<file path="src/rtl/ps2_hex_keypad_if.sv">
// ps2_hex_keypad_if: PS/2 line inputs and decoded Chip-8 keypad outputs.
interface ps2_hex_keypad_if;
    logic        ps2_clk;
    logic        ps2_data;
    logic [15:0] keys;
    logic        key_down;
    logic [3:0]  key_code;
    logic        frame_err;
    modport master (output ps2_clk, ps2_data, input keys, key_down, key_code, frame_err);
    modport slave  (input ps2_clk, ps2_data, output keys, key_down, key_code, frame_err);
endinterface

</file>
<file path="src/rtl/ps2_hex_keypad.sv">
// ps2_hex_keypad: PS/2 set-2 receiver mapping 1234/QWER/ASDF/ZXCV onto the Chip-8 hex keypad.
module ps2_hex_keypad #(
    parameter int TIMEOUT_CYCLES = 25000,
    parameter int SYNC_STAGES    = 2
) (
    input logic             clk,
    input logic             rst_n,
    ps2_hex_keypad_if.slave bus
);
    localparam int TW = $clog2(TIMEOUT_CYCLES);
    localparam logic [TW-1:0] TO_MAX = TW'(TIMEOUT_CYCLES - 1);
    typedef enum logic [1:0] {IDLE, BRK, EXT, EXT_BRK} state_t;
    logic [SYNC_STAGES-1:0] clk_sync, data_sync;
    logic            clk_prev, clk_s, data_s, fall;
    logic [3:0]      bit_cnt;
    logic [9:0]      shreg;
    logic [TW-1:0]   to_cnt;
    logic [10:0]     frame;
    logic            done, frame_ok, byte_valid, timeout;
    logic [7:0]      rx_byte;
    state_t          state, state_n;
    logic            mapped, make, brk;
    logic [3:0]      idx;
    assign clk_s      = clk_sync[SYNC_STAGES-1];
    assign data_s     = data_sync[SYNC_STAGES-1];
    assign fall       = clk_prev & ~clk_s;
    // the shift register holds the first ten bits; the eleventh is the live sample
    assign frame      = {data_s, shreg};
    assign done       = fall && bit_cnt == 4'd10;
    assign frame_ok   = ~frame[0] & frame[10] & (^frame[9:1]);
    assign byte_valid = done & frame_ok;
    assign rx_byte    = frame[8:1];
    assign timeout    = !fall && bit_cnt != 4'd0 && to_cnt == TO_MAX;
    always_ff @(posedge clk or negedge rst_n) begin
        if (!rst_n) begin
            clk_sync      <= '1;
            data_sync     <= '1;
            clk_prev      <= 1'b1;
            bit_cnt       <= 4'd0;
            shreg         <= '0;
            to_cnt        <= '0;
            bus.frame_err <= 1'b0;
        end else begin
            clk_sync      <= {clk_sync[SYNC_STAGES-2:0], bus.ps2_clk};
            data_sync     <= {data_sync[SYNC_STAGES-2:0], bus.ps2_data};
            clk_prev      <= clk_s;
            bus.frame_err <= (done & ~frame_ok) | timeout;
            if (fall) begin
                shreg   <= {data_s, shreg[9:1]};
                bit_cnt <= done ? 4'd0 : bit_cnt + 4'd1;
                to_cnt  <= '0;
            end else if (timeout) begin
                bit_cnt <= 4'd0;
                to_cnt  <= '0;
            end else begin
                to_cnt  <= (bit_cnt != 4'd0) ? to_cnt + 1'b1 : '0;
            end
        end
    end
    always_comb begin
        mapped = 1'b1;
        idx    = 4'h0;
        case (rx_byte)
            8'h16: idx = 4'h1;
            8'h1E: idx = 4'h2;
            8'h26: idx = 4'h3;
            8'h25: idx = 4'hC;
            8'h15: idx = 4'h4;
            8'h1D: idx = 4'h5;
            8'h24: idx = 4'h6;
            8'h2D: idx = 4'hD;
            8'h1C: idx = 4'h7;
            8'h1B: idx = 4'h8;
            8'h23: idx = 4'h9;
            8'h2B: idx = 4'hE;
            8'h1A: idx = 4'hA;
            8'h22: idx = 4'h0;
            8'h21: idx = 4'hB;
            8'h2A: idx = 4'hF;
            default: mapped = 1'b0;
        endcase
    end
    always_comb begin
        state_n = state;
        make    = 1'b0;
        brk     = 1'b0;
        if (byte_valid) begin
            state_n = state == IDLE ? (rx_byte == 8'hF0 ? BRK : rx_byte == 8'hE0 ? EXT : IDLE)
                    : state == EXT  ? (rx_byte == 8'hF0 ? EXT_BRK : IDLE)
                    : IDLE;
            make    = state == IDLE && rx_byte != 8'hF0 && rx_byte != 8'hE0 && mapped;
            brk     = state == BRK && mapped;
        end
    end
    always_ff @(posedge clk or negedge rst_n) begin
        if (!rst_n) begin
            state        <= IDLE;
            bus.keys     <= '0;
            bus.key_down <= 1'b0;
            bus.key_code <= 4'h0;
        end else begin
            state        <= state_n;
            bus.key_down <= make & ~bus.keys[idx];
            if (make) begin
                bus.keys[idx] <= 1'b1;
                if (!bus.keys[idx]) bus.key_code <= idx;
            end
            if (brk) bus.keys[idx] <= 1'b0;
        end
    end
endmodule

</file>
<file path="src/flat_wrapper.sv">
// flat-port wrapper written by rule: the top's interface ports become plain ports
module ps2_hex_keypad_flat 
#(
    parameter int TIMEOUT_CYCLES = 25000,
    parameter int SYNC_STAGES    = 2
)
  (clk, rst_n, bus_ps2_clk, bus_ps2_data, bus_keys, bus_key_down, bus_key_code, bus_frame_err);
  ps2_hex_keypad_if bus_i ();
  input logic clk;
  input logic rst_n;
  input wire logic [$bits(bus_i.ps2_clk)-1:0] bus_ps2_clk;
  input wire logic [$bits(bus_i.ps2_data)-1:0] bus_ps2_data;
  output wire logic [$bits(bus_i.keys)-1:0] bus_keys;
  output wire logic [$bits(bus_i.key_down)-1:0] bus_key_down;
  output wire logic [$bits(bus_i.key_code)-1:0] bus_key_code;
  output wire logic [$bits(bus_i.frame_err)-1:0] bus_frame_err;
  assign bus_i.ps2_clk = bus_ps2_clk;
  assign bus_i.ps2_data = bus_ps2_data;
  assign bus_keys = bus_i.keys;
  assign bus_key_down = bus_i.key_down;
  assign bus_key_code = bus_i.key_code;
  assign bus_frame_err = bus_i.frame_err;
  ps2_hex_keypad #(.TIMEOUT_CYCLES(TIMEOUT_CYCLES), .SYNC_STAGES(SYNC_STAGES)) u_core (.clk(clk), .rst_n(rst_n), .bus(bus_i));
endmodule
</file>
<file path="config.mk">
export PLATFORM = sky130hd
export DESIGN_NAME = ps2_hex_keypad_flat
export DESIGN_NICKNAME = d
export VERILOG_FILES = /design/src/rtl/ps2_hex_keypad_if.sv /design/src/rtl/ps2_hex_keypad.sv /design/src/flat_wrapper.sv
export SDC_FILE = /design/constraint.sdc
export NUM_CORES = 1
export LEC_CHECK = 0
export CAP_MARGIN = 25
export CORE_UTILIZATION = 58
export CTS_CLUSTER_DIAMETER = 80
export DETAILED_ROUTE_END_ITERATION = 6
export PLACE_DENSITY = 0.8
export SYNTH_ARGS = -nofsm -noshare
export SYNTH_HDL_FRONTEND = slang
export SYNTH_SLANG_ARGS = --single-unit
export TNS_END_PERCENT = 50
</file>
<file path="constraint.sdc">
create_clock -name clk -period 3.6 [get_ports clk]
set_clock_uncertainty 0.15 [all_clocks]
set_input_delay 0.9 -clock clk [delete_from_list [all_inputs] [get_ports clk]]
set_output_delay 0.9 -clock clk [all_outputs]
set_load 0.03 [all_outputs]
</file>
# After elaboration in Yosys (flattened, before gate mapping)
# Cells that the tools add are included.
# Widths: inputs -> output; s select.
[word_totals] in_bits=4 output_inout_bits=22 elab_cells=89 reg_bits=58
[op_classes] eq_ne=24 bitwise_logic=14 add_sub_neg=2 n_mux=21 n_reduce_logical=15 order_cmp=2
[op_table] cell="$eq 8x6->1 const B" n=9
[op_table] cell="$pmux 4 s15" n=1
[op_table] cell="$eq 8x5->1 const B" n=7
[op_table] cell="$mux 15" n=3
[op_table] cell="$mux 16" n=2
[op_table] cell="$and 16x16->16" n=1
[op_table] cell="$eq 8x8->1 const B" n=2
[op_table] cell="$ne 8x8->1 const B" n=2
[op_table] cell="$not 16->16" n=1
[op_table] cell="$or 16x16->16" n=1
[op_table] cell="$reduce_or 16->1" n=1
[op_table] cell="$add 15x1->15 const B" n=1
[op_table] cell="$eq 15x15->1 const B" n=1
[op_table] cell="$mux 4" n=3
[op_table] cell="$mux 2" n=5
[op_table] cell="$reduce_xor 9->1" n=1
[op_table] cell="$logic_and 1x1->1" n=8
[op_table] cell="$and 1x1->1" n=6
[op_table] cell="$lt 4x5->1 const B" n=1
[op_table] cell="$mux 1" n=5
[op_table] cell="$add 4x1->4 const B" n=1
[op_table] cell="$bmux 1 s4" n=1
[op_table] cell="$demux 1 s4" n=1
[op_table] cell="$eq 4x4->1 const B" n=1
[op_table] cell="10 further kinds" n=13

# Logic depth before layout (Yosys ltp)
[logic_depth] word_depth=10 depth_mapped=12 mapped_depth_nobuf=9

# Worst setup path after synthesis
# Ideal clock, no wire load.
[synth_path] path_type="reg-to-reg" from="reg u_core.shreg[1]" to="reg u_core.bus.key_code[0]" synth_period_minus_slack_ns=3.044 slack_ns=0.556 arrival_time_ns=2.769 setup_time_ns=0.125 t_required_ns=3.325 path_buffers=2 path_stages_with_launch=12 cell_sequence="dfrtp_1 > inv_1 > ha_1 > buf_2 > a22oi_1 > a21oi_1 > a311oi_4 > mux4_2 > a22oi_1 > and3_1 > buf_6 > mux2_4"
[synth_via] elab_chain_len=6 word_cells_on_any_way=32 cone_classes="eq/ne: 18; mux: 5; bitwise: 3; reduce/logical: 6"
[synth_rtl] element="start, declared" line="ps2_hex_keypad.sv:16" rtl="logic [9:0] shreg;"
[synth_rtl] element="start signal, assigned" line="ps2_hex_keypad.sv:49" rtl="shreg <= {data_s, shreg[9:1]};"
[synth_rtl] element="$eq 8x6->1, or another cell as far along" line="ps2_hex_keypad.sv:63" rtl="case (rx_byte)"
[synth_rtl] element="$pmux 4 s15, or another cell as far along" line="ps2_hex_keypad.sv:63"
[synth_rtl] element="$bmux 1 s4, or another cell as far along" line="ps2_hex_keypad.sv:106" rtl="if (!bus.keys[idx]) bus.key_code <= idx;"
[synth_rtl] element="$mux 1 (not written as such) / $logic_and 1x1->1 (equally long branches)" line="ps2_hex_keypad.sv:106, ps2_hex_keypad.sv:91"
[synth_rtl] element="$not 1->1 / $mux 1 (equally long branches)"
[synth_rtl] element="$reduce_and 2->1 (no line)"
[synth_rtl] element="end signal, assigned" line="ps2_hex_keypad.sv:106"
[synth_rtl] element="end, declared" line="ps2_hex_keypad_if.sv:10" rtl="modport slave (input ps2_clk, ps2_data, output keys, key_down, key_code, frame_err);"
# Parallel ways exist; a longest one is shown, timed or not. The select of a mux whose other input is x is not followed.
# A chain may end at the register's enable or synchronous reset.

# Final worst setup path
# Same ends and word-level chain as after synthesis.

==> flow_results.xml <==
<?xml version="1.0" encoding="UTF-8"?>
<metrics>
  <group name="timing">
    <metric name="max_freq" unit="MHz">293</metric>
    <metric name="post-route-period-util" unit="%">94.8</metric>
    <metric name="final_max_slew_viol_count" unit="">0</metric>
    <metric name="final-hold-violation-count" unit="">0</metric>
    <metric name="relSlewSlack" unit="%">40.8</metric>
    <metric name="final_critical_path_setup_slack" unit="ns">0.186</metric>
    <metric name="grt_setup_unrepaired" unit="">no</metric>
    <metric name="finalSetupViolCount" unit="">0</metric>
    <metric name="max_slew.worst_pin.slew" unit="ns">0.888</metric>
    <metric name="worst_hold_slack" unit="ns">0.214</metric>
    <metric name="period_minus_slack" unit="ns">3.41</metric>
    <metric name="fin_tns_setup" unit="ns">0</metric>
  </group>
  <group name="grt">
    <metric name="grt_max_degree" unit="">42</metric>
    <metric name="antenna_found_initial" unit="">0</metric>
    <metric name="grt_overflow_total" unit="">0</metric>
    <metric name="total_grt_usage" unit="%">26.6</metric>
    <metric name="grt_pass1_vias" unit="">2312</metric>
    <metric name="grt_first_pass_wirelength" unit="um">11000</metric>
  </group>
  <group name="setup_path">
    <metric name="delay_heaviest_family_cp" unit="">compound AO/OA/AOI/OAI gates</metric>
    <metric name="worstSetupStartpointType" unit="">flop</metric>
    <metric name="critPathSlowestCell" unit="">sky130_fd_sc_hd__mux4_2</metric>
    <metric name="timing.critical_path.arrival" unit="ns">3.48</metric>
    <metric name="timing_worst_setup_path_type" unit="">flop to flop</metric>
    <metric name="timing.critical_path.to_type" unit="">flop</metric>
    <metric name="critPathMaxStageDelay" unit="ns">0.56</metric>
    <metric name="cp.buffers_inverters" unit="">1</metric>
    <metric name="timing.critical_path.cells" unit="">inv_1, ha_1, a22oi_1, a21oi_1, a311oi_4, mux4_2, a22oi_1, and3_1, mux2_4</metric>
    <metric name="path_max_fanout" unit="">9</metric>
    <metric name="cp_data_required_time" unit="ns">3.66</metric>
    <metric name="timing.critical_path.mode_cell" unit="">sky130_fd_sc_hd__a22oi_1</metric>
  </group>
  <group name="yosys">
    <metric name="synth_seq_cells" unit="">58</metric>
    <metric name="synth-edff-count" unit="">0</metric>
    <metric name="yosysUniqueCellTypes" unit="">55</metric>
    <metric name="synthesis.area_per_instance" unit="um2">9.84</metric>
    <metric name="synthesis.yosys.warnings" unit="">0</metric>
    <metric name="seq_area_frac_synth" unit="%">46.3</metric>
    <metric name="ys_dominant_reg_cell" unit="">sky130_fd_sc_hd__dfrtp_1</metric>
    <metric name="synth_fp_nets" unit="">341</metric>
    <metric name="syn-instance-count" unit="">320</metric>
    <metric name="synth.cell_area" unit="um2">3150</metric>
    <metric name="synthArstFlopShare" unit="%">100</metric>
  </group>
  <group name="floorplanning">
    <metric name="floorplan.initialDensity" unit="%">60.9</metric>
    <metric name="vertical_die_dimension" unit="um">75.7</metric>
    <metric name="core" unit="um2">5170</metric>
    <metric name="die-area" unit="um2">5730</metric>
    <metric name="std_cell_rows" unit="">26</metric>
    <metric name="dieWidth" unit="um">75.7</metric>
    <metric name="pin_count" unit="">26</metric>
  </group>
  <group name="finish">
    <metric name="fin_area" unit="um2">3650</metric>
    <metric name="final.fill_count" unit="">354</metric>
    <metric name="syn2layout_area_growth" unit="%">15.9</metric>
    <metric name="design.final.nets" unit="">370</metric>
    <metric name="final-seq-area" unit="um2">1460</metric>
    <metric name="multiInputGateArea" unit="um2">1590</metric>
    <metric name="final_layout_size_suffix_gt1_share" unit="%">10.2</metric>
    <metric name="instances_no_fill" unit="">424</metric>
    <metric name="fin_util" unit="%">70.5</metric>
    <metric name="insertedDiodeCount" unit="">0</metric>
  </group>
  <group name="power_and_ir_drop">
    <metric name="leakage_power_total" unit="nW">1.62</metric>
    <metric name="ir_worst_vdd" unit="mV">0.448</metric>
    <metric name="power" unit="mW">1.69</metric>
    <metric name="powerDensity" unit="nW/um2">462</metric>
  </group>
  <group name="placed_design">
    <metric name="post-place-cells" unit="">408</metric>
    <metric name="placement.setup.worst_slack" unit="ns">0.302</metric>
    <metric name="placement.io_buffers" unit="">25</metric>
    <metric name="routabilityCongestion" unit="">0.951</metric>
    <metric name="placedInstanceArea" unit="um2">3460</metric>
    <metric name="dp_hpwl" unit="um">4830</metric>
  </group>
  <group name="clock_network">
    <metric name="number_of_buffers_added_by_the_clock_tree_synthesis_step" unit="">9</metric>
    <metric name="htreeDepth" unit="">3</metric>
    <metric name="tritoncts_num_sinks" unit="">58</metric>
    <metric name="path_clk_slew" unit="ns">0.06</metric>
    <metric name="clock_tree_from_tritoncts" unit="">yes</metric>
    <metric name="cts_repair_resize_count" unit="">0</metric>
    <metric name="cts_post_setup_buffers_inserted" unit="">0</metric>
    <metric name="cts_hold_repair.buffers" unit="">0</metric>
    <metric name="clock_latency" unit="ns">0.34</metric>
    <metric name="root_buffer" unit="">sky130_fd_sc_hd__clkbuf_8</metric>
    <metric name="cts-root-to-sink-buffers" unit="">2</metric>
  </group>
  <group name="route">
    <metric name="dr_total_vias" unit="">2495</metric>
    <metric name="route.antenna.remaining_nets" unit="">0</metric>
    <metric name="dr.first_iter.drc_count" unit="">279</metric>
    <metric name="vias_per_instance" unit="">5.88</metric>
    <metric name="wl_per_cell" unit="um">15.9</metric>
    <metric name="drc" unit="">0</metric>
    <metric name="totalWireLength" unit="um">6750</metric>
    <metric name="detailedRoute.firstPassIterationCount" unit="">5</metric>
  </group>
  <group name="status">
    <metric name="run_status" unit="">completed</metric>
  </group>
  <group name="hold_path">
    <metric name="hold_class" unit="">flop to flop</metric>
  </group>
  <group name="flow_run">
    <metric name="cap_violations" unit="">0</metric>
  </group>
</metrics>
cell usage in the layout (no fill, tap or decap), types with 6 or more instances in the layout:
cell                              synthesis  routed
sky130_fd_sc_hd__dfrtp_1                 53      53
sky130_fd_sc_hd__nor2_1                  38      38
sky130_fd_sc_hd__a21oi_1                 34      34
sky130_fd_sc_hd__nand2_1                 32      32
sky130_fd_sc_hd__clkdlybuf4s50_1          0      24
sky130_fd_sc_hd__ha_1                    17      17
sky130_fd_sc_hd__o21ai_0                 16      16
sky130_fd_sc_hd__inv_1                   11      11
sky130_fd_sc_hd__nand3_1                 11      11
sky130_fd_sc_hd__clkbuf_8                 0      10
sky130_fd_sc_hd__xor2_1                   9       9
sky130_fd_sc_hd__nor3_1                   6       6
sky130_fd_sc_hd__xnor2_1                  6       6
sky130_fd_sc_hd__and3_1                   6       6
cells in the mapped netlist, drive strengths merged, types with 3 or more instances:
library cell	number	share of area (%)
ha	17	6.8
buf	5	1.2
dfrtp	53	42
nand2	32	3.8
nor4	3	0.79
and2	4	0.79
nand4	4	0.79
o21a	4	0.95
o31ai	3	0.72
nor3	6	0.95
and3	6	1.2
xor2	9	2.5
a21oi	34	5.4
o21ai	17	2.7
xnor2	6	1.7
nor2	38	4.5
nand3	11	1.7
mux2	7	2.9
dfstp	5	4.2
inv	11	1.3
clkbuf	7	0.83
a22oi	4	0.95
logic make-up (layout without fill, tap and decap cells):
family,Yosys count,count (layout),share of synthesized area (%)
compound gates,77,77,15.7
xor+xnor,16,16,4.89
fa+ha+maj,17,17,6.76
buf+inv,23,57,3.30
flops,58,58,46.3
mux,11,11,4.93
simple gates,118,118,18.1
final cells by class:
cell class	count	area share (%)
Clock buffer	13	4.08
Clock inverter	3	1.17
Inverter	11	1.13
Multi-Input combinational cell	239	43.5
Sequential cell	58	40.0
Tap cell	70	2.40
Timing Repair Buffer	30	7.75
sequential cells by signal (all words and copies together) (netlist names):
register              cells
u_core.state              2
u_core.bus.key_code       4
u_core.to_cnt            15
u_core.data_sync          2
u_core.bus.frame_err      1
u_core.clk_prev           1
u_core.bus.keys          16
u_core.shreg             10
u_core.bus.key_down       1
u_core.clk_sync           2
u_core.bit_cnt            4
path summary, 6_finish.rpt:
check / start / end / slack [ns] / depth (start not counted)
hold reg to reg: u_core.clk_sync[0]$_DFF_PN1_ / u_core.clk_sync[1]$_DFF_PN1_ / 0.21 / 0
setup reg to reg: u_core.shreg[1]$_DFFE_PN0P_ / u_core.bus.key_code[0]$_DFFE_PN0P_ / 0.19 / 9
setup / recovery: u_core.shreg[1]$_DFFE_PN0P_ / u_core.bus.key_code[0]$_DFFE_PN0P_ / 0.19 / 9
max in group asynchronous: rst_n / u_core.bus.keys[11]$_DFF_PN0_ / 1.99 / 2
hold / removal: u_core.clk_sync[0]$_DFF_PN1_ / u_core.clk_sync[1]$_DFF_PN1_ / 0.21 / 0
min in group asynchronous: rst_n / u_core.bit_cnt[0]$_DFFE_PN0P_ / 0.53 / 1
per-layer routing:
metal  wire (um)  global-route usage [%]  up-vias
li1            -                       -     1194
met1        3190                    40.2     1212
met2        3100                    37.7       80
met3         339                    5.95        9
met4         124                    9.26        0
met5           0                       0        -
power by group:
part | leakage (nW) | internal, mW | switching, mW
Combinational | 0.748 | 0.133 | 0.216
Clock | 0.0936 | 0.338 | 0.247
Sequential | 0.778 | 0.702 | 0.0492
Total | 1.62 | 1.17 | 0.512
No activity file was read; power rests on OpenSTA's default activity.
